## config.mk

```make
export PLATFORM = sky130hd
export DESIGN_NAME = pipe_ctrl
export DESIGN_NICKNAME = d
export VERILOG_FILES = /design/src/rtl/pipe_ctrl.sv
export SDC_FILE = /design/constraint.sdc
export NUM_CORES = 1
export LEC_CHECK = 0
export BUFFER_PORTS_ARGS = -buffer_cell sky130_fd_sc_hd__buf_2
export CORE_MARGIN = 2
export CORE_UTILIZATION = 30
export CTS_CLUSTER_DIAMETER = 150
export DETAILED_ROUTE_END_ITERATION = 12
export PLACE_DENSITY = 0.54
export SLEW_MARGIN = 20
export SYNTH_ARGS = -nofsm -noshare
export SYNTH_HDL_FRONTEND = slang
export SYNTH_SLANG_ARGS = --single-unit
```

## constraint.sdc

```tcl
create_clock -name clk -period 2.3 [get_ports clk]
set_input_delay 0.46 -clock clk [delete_from_list [all_inputs] [get_ports clk]]
set_output_delay 0.46 -clock clk [all_outputs]
set_load 0.1 [all_outputs]
```

## src/rtl/pipe_ctrl.sv

```systemverilog
// rtl/pipe_ctrl.sv - pipeline stall/flush controller with stall watchdog (optional total-stall counter: PIPE_CTRL_STALL_CNT_EN)
module pipe_ctrl #(
  parameter int unsigned STALL_LIMIT = 255
) (
  input  logic        clk,
  input  logic        rst,
  input  logic        stallreq_from_id,
  input  logic        stallreq_from_ex,
  input  logic        stallreq_from_mem,
  input  logic        flushreq_i,
  input  logic [31:0] flush_pc_i,
  output logic [5:0]  stall_o,
  output logic        flush_o,
  output logic [31:0] new_pc_o,
  output logic        stall_timeout_o
`ifdef PIPE_CTRL_STALL_CNT_EN
  ,
  output logic [31:0] stall_cnt_o
`endif
);

  typedef enum logic {
    IDLE  = 1'b0,
    FLUSH = 1'b1
  } state_t;

  state_t      state;
  state_t      next_state;
  logic [31:0] cont_cnt;
  logic        stall_any;
  logic        accept_flush;

  // Next-state and zero-latency stall vector; the deepest stalled stage wins.
  always_comb begin
    next_state = state;
    stall_o    = 6'b000000;
    case (state)
      IDLE:    if (flushreq_i) next_state = FLUSH;
      FLUSH:   next_state = IDLE;
      default: next_state = IDLE;
    endcase
    if (!rst && state == IDLE) begin
      if (stallreq_from_mem)      stall_o = 6'b011111;
      else if (stallreq_from_ex)  stall_o = 6'b001111;
      else if (stallreq_from_id)  stall_o = 6'b000111;
      else                        stall_o = 6'b000000;
    end
  end

  assign stall_any    = (stall_o != 6'b000000);
  assign accept_flush = (state == IDLE) && flushreq_i;
  assign flush_o      = (state == FLUSH);

  // State register; reset also aborts an in-progress flush.
  always_ff @(posedge clk) begin
    if (rst) state <= IDLE;
    else     state <= next_state;
  end

  // Redirect target is captured only when a flush is accepted and held otherwise.
  always_ff @(posedge clk) begin
    if (rst)               new_pc_o <= 32'd0;
    else if (accept_flush) new_pc_o <= flush_pc_i;
  end

  // Continuous-stall counter saturates; any free cycle restarts it.
  always_ff @(posedge clk) begin
    if (rst)                      cont_cnt <= 32'd0;
    else if (!stall_any)          cont_cnt <= 32'd0;
    else if (cont_cnt != '1)      cont_cnt <= cont_cnt + 32'd1;
  end

  // Watchdog flag rises on the edge where the run length reaches the limit and sticks until reset.
  always_ff @(posedge clk) begin
    if (rst)
      stall_timeout_o <= 1'b0;
    else if ((stall_any && (cont_cnt + 32'd1 >= STALL_LIMIT)) || (cont_cnt >= STALL_LIMIT))
      stall_timeout_o <= 1'b1;
  end

`ifdef PIPE_CTRL_STALL_CNT_EN
  // Lifetime stalled-cycle counter, free-running wrap-around.
  always_ff @(posedge clk) begin
    if (rst)            stall_cnt_o <= 32'd0;
    else if (stall_any) stall_cnt_o <= stall_cnt_o + 32'd1;
  end
`endif

endmodule

```

Yosys cells after proc, flatten, opt, wreduce, memory -nomap -nowiden
Cells that the tools add are included.

Add/subtract/negate cells: 1. $mul: 0. Div/mod/pow operators: 0. Magnitude comparators: 2. Equality and inequality tests: 1. Shift operators: 0. Mux-type cells: 6. Bitwise logic cells: 2. Reductions and logical operators: 7.

Operator list (number): 32-bit by 8-bit >= comparator with 1-bit output, second input constant (2); 32-bit by 1-bit adder with 32-bit output, second input constant (1); 32-bit inequality test, second input constant (1); 5-bit 2-to-1 mux (2); 6-bit nonzero test (1); 4-bit 2-to-1 mux (1); 1-bit logical AND (3); 3-bit 2-to-1 mux (1); 1-bit inverter (2); 1-bit one-hot mux with 2 select lines (1); 2-bit OR reduction (1); 1-bit zero test (1); 1-bit logical OR (1); 1-bit 2-to-1 mux (1).

Bits in registers: 66. Bits in latches: 0. Memory bits (writable): 0. Memory bits (read-only): 0. Input port bits: 38. Output and inout bits: 40. Word-level logic and storage cells: 23. Memories: 0.

Longest topological paths before layout
Depth in word-level cells: 7. Gate-level depth with buffers: 8. Gate-level depth less buffers: 7.

Worst setup path before layout
No wires, ideal clock.

Path type: register to output. Start: reg state (netlist: flush_o). End: out stall_o[1]. Arrival time: 2.323 ns. Required time: 1.840 ns. Setup slack: -0.483 ns. Stages on the path, launching flop included: 5. Buffers on the path: 1. Path through: dfxtp_1 -> nor2_1 -> o31ai_1 -> inv_1 -> buf_4.

Longest elaborated chain between the ends: 3.

RTL lines: start, declared (RTL line 27) `state_t state;`; start signal, assigned (RTL line 57) `else state <= next_state;`; 1-bit inverter; 1-bit logical AND (RTL line 42) `if (!rst && state == IDLE) begin`; 5-bit 2-to-1 mux (RTL line 42); end, declared (RTL line 12) `output logic [5:0] stall_o,`.

Every way passes these cells.

Final worst setup path
Start: reg cont_cnt[4]. End: reg cont_cnt[1].

Longest elaborated chain between the ends: 1.

RTL lines: start, declared (RTL line 29) `logic [31:0] cont_cnt;`; start signal, assigned (RTL line 70) `else if (cont_cnt != '1) cont_cnt <= cont_cnt + 32'd1;`; 32-bit inequality test (RTL line 70).

Every way passes these cells. A chain may end at the register's enable or synchronous reset.

==> reports/qor.txt <==
Post-CTS Resized: 0
Cell area after layout: 3750 um2
Detail-routed via count per cell: 4.75
Critical Path AT: 2.28 ns
Hold_buf cts: 0
CTS Root Cell: clkbuf_8
P_leak: 0.00146 uW
Most frequent cells in the layout: 77 x nand2_1, 71 x buf_2, 65 x dfxtp_1
Multi-input gate area: 1460 um2
Reg2reg path depth: 5
Power, Total: 2830 uW
# Post-CTS Setup Buffers: 0
Placement Setup Slack: 0.246 ns
Peak supply drop: 0.000349 V
Post-Syn Nets: 397
CTS tree: built
Worst hold path depth: 3
Vias in the first global route: 2513
Clk slew on worst S/H paths: 0.08 ns
Port bufs: 76
Final wirelength: 7.30 mm
Row cnt: 35
Slack of the worst reg-to-reg path: 0.24 ns
Slew margin rel.: 0.573
Chip Height: 102 um
Final Hold Vio Count: 0
Worst path required time: 2.52 ns
Clock buffer depth: 2
Period minus WS final: 2.06 ns
# setup viols final: 0
Fin worst setup slack: 0.235 ns
Peak Freq: 0.484 GHz
Fillers: 955
Placed cell areas: 3520 um2
TritonCTS buffer count: 9
Slew @ Worst Pin: 0.634 ns
Worst-Skew Late Latency: 0.34 ns
DRC violations left: 0
Min-delay src: flush_pc_i[21]
Hold path endpoint: new_pc_o[21]
Layout cells sized above 1: 0.275
Worst Setup Path Type: reg2reg
Largest net degree at the start of global routing: 35
Async S/R FF share, synth: 0
Ys flop type: dfxtp_1
Via Count: 2701
P&R area growth vs syn: 29.2%
Worst R2R Start: cont_cnt[4]
Detail-routed net length per standard cell: 12.8 um
Die area: 10500 um2
CP Max Fanout: 11
RSZ-0062 raised after global routing: false
Critical R2R Capture: cont_cnt[1]
Initial cell density of the core: 0.311
Clock Skew: 0.00748 ns
Total GRT Usage: 0.147
EDFF count, synth: 0
Mean Syn Cell Area: 8.12 um2
Antenna Violating Nets Remaining: 0
Antenna Cells: 0
Placer Congestion: 0.824
Fin crit share: 0.898
Commonest non-fill, non-tap cell in the layout: nand2_1
Total grt overflow: 0
I/O pin count: 78
CTS H-tree depth: 3
Worst hold path type: in2reg
Layout Utilization: 0.402
Startpoint types: register
DRT Pass-1 Iters: 4
Synthesized area: 2900 um2
Clk sink count: 66
Post-synthesis sequential area ratio: 0.456
First-pass GRT wire length: 12.1 mm
Sequential cell area: 1320 um2
Run status: complete, no violations
Drt initial violations: 97
Final Slew Violations: 0
Power density over the cells: 756 nW/um2
Initial antenna violation count: 0
Max_cap viols: 0
Yosys reg bits: 66
Core area: 9330 um2
Final nets: 475
Netlist cell types: 42
Syn. warnings: 0
Setup TNS: 0 ns
HPWL after detailed placement: 5.20 mm
Post-synthesis cell count: 357
Die width: 102 um
Setup crit end kind: register
==> area by class of cell <==
| cell class | instances | area share |
|---|---|---|
| repair buffers | 89 | 0.148 |
| clock buffers | 9 | 0.0331 |
| clock inverters | 7 | 0.0280 |
| inverters | 6 | 0.00601 |
| well taps | 129 | 0.0431 |
| multi-input cells | 263 | 0.389 |
| flip-flops and latches | 66 | 0.353 |
==> synthesized netlist by cell type, types with 3 or more instances <==
master,instances,area [um2]
dfxtp_1,66,1320
nand3_1,12,60.1
nor3_1,10,50.1
nand4_1,11,68.8
xnor2_1,15,131
a211oi_1,3,22.5
inv_1,6,22.5
xor2_1,13,114
nor2_1,16,60.1
nand2_1,77,289
nor4_1,10,62.6
a21oi_1,63,315
clkbuf_1,15,56.3
and3_1,4,25.0
buf_4,3,22.5
==> power by group <==
group / leakage [uW] / internal [uW] / switching (uW)
registers: 0.000538 / 1180 / 18.7
clock network: 0.000113 / 629 / 493
logic: 0.000811 / 108 / 406
total: 0.00146 / 1920 / 918
==> stage by stage <==
stage / instances / hold slack [ns]
after floorplan: 357 / 0.504
after global placement: 553 / 0.440
after detailed placement: 553 / 0.443
after CTS: 569 / 0.322
after global routing: 569 / 0.323
final: 569 / 0.341
==> cells by family (layout without fill, tap and decap cells) <==
| family | after synthesis | count (layout) | share of synthesized area |
|---|---|---|---|
| AOI/OAI and AO/OA | 74 | 74 | 0.137 |
| xor gates and xnor gates | 29 | 29 | 0.0902 |
| DFF | 66 | 66 | 0.456 |
| other | 1 | 1 | 0.00129 |
| buffers and inverters | 28 | 111 | 0.0470 |
| and+or+nand+nor | 157 | 157 | 0.260 |
| adders and majority gates | 2 | 2 | 0.00863 |
==> flip-flops by register name, indices dropped and copies added, names as in the netlist <==
name / flops
cont_cnt: 32
new_pc_o: 32
flush_o: 1
stall_timeout_o: 1
==> worst max-delay path by stage <==
stage | start | to | cells past startpoint
floorplan | cont_cnt[0] | cont_cnt[0] | 8
global placement | cont_cnt[0] | cont_cnt[0] | 6
detailed placement | cont_cnt[8] | cont_cnt[0] | 5
CTS | cont_cnt[4] | cont_cnt[0] | 5
global route | cont_cnt[4] | cont_cnt[30] | 5
finish | cont_cnt[4] | cont_cnt[1] | 5
==> metal layers <==
layer | track usage | share of wire | vias up
li1 | - | - | 1387
met4 | 0.0656 | 0.019 | 0
met3 | 0.0609 | 0.086 | 13
met5 | 0 | 0 | -
met2 | 0.210 | 0.43 | 92
met1 | 0.192 | 0.47 | 1209
==> worst max-delay path, cell delays in order (launching register included) <==
cell and delay (ns):
dfxtp_1 0.44, nand3_2 0.19, or3_4 0.45, or4_4 0.66
nor2_1 0.14, a211oi_1 0.06
(Power assumes the default switching activity.)
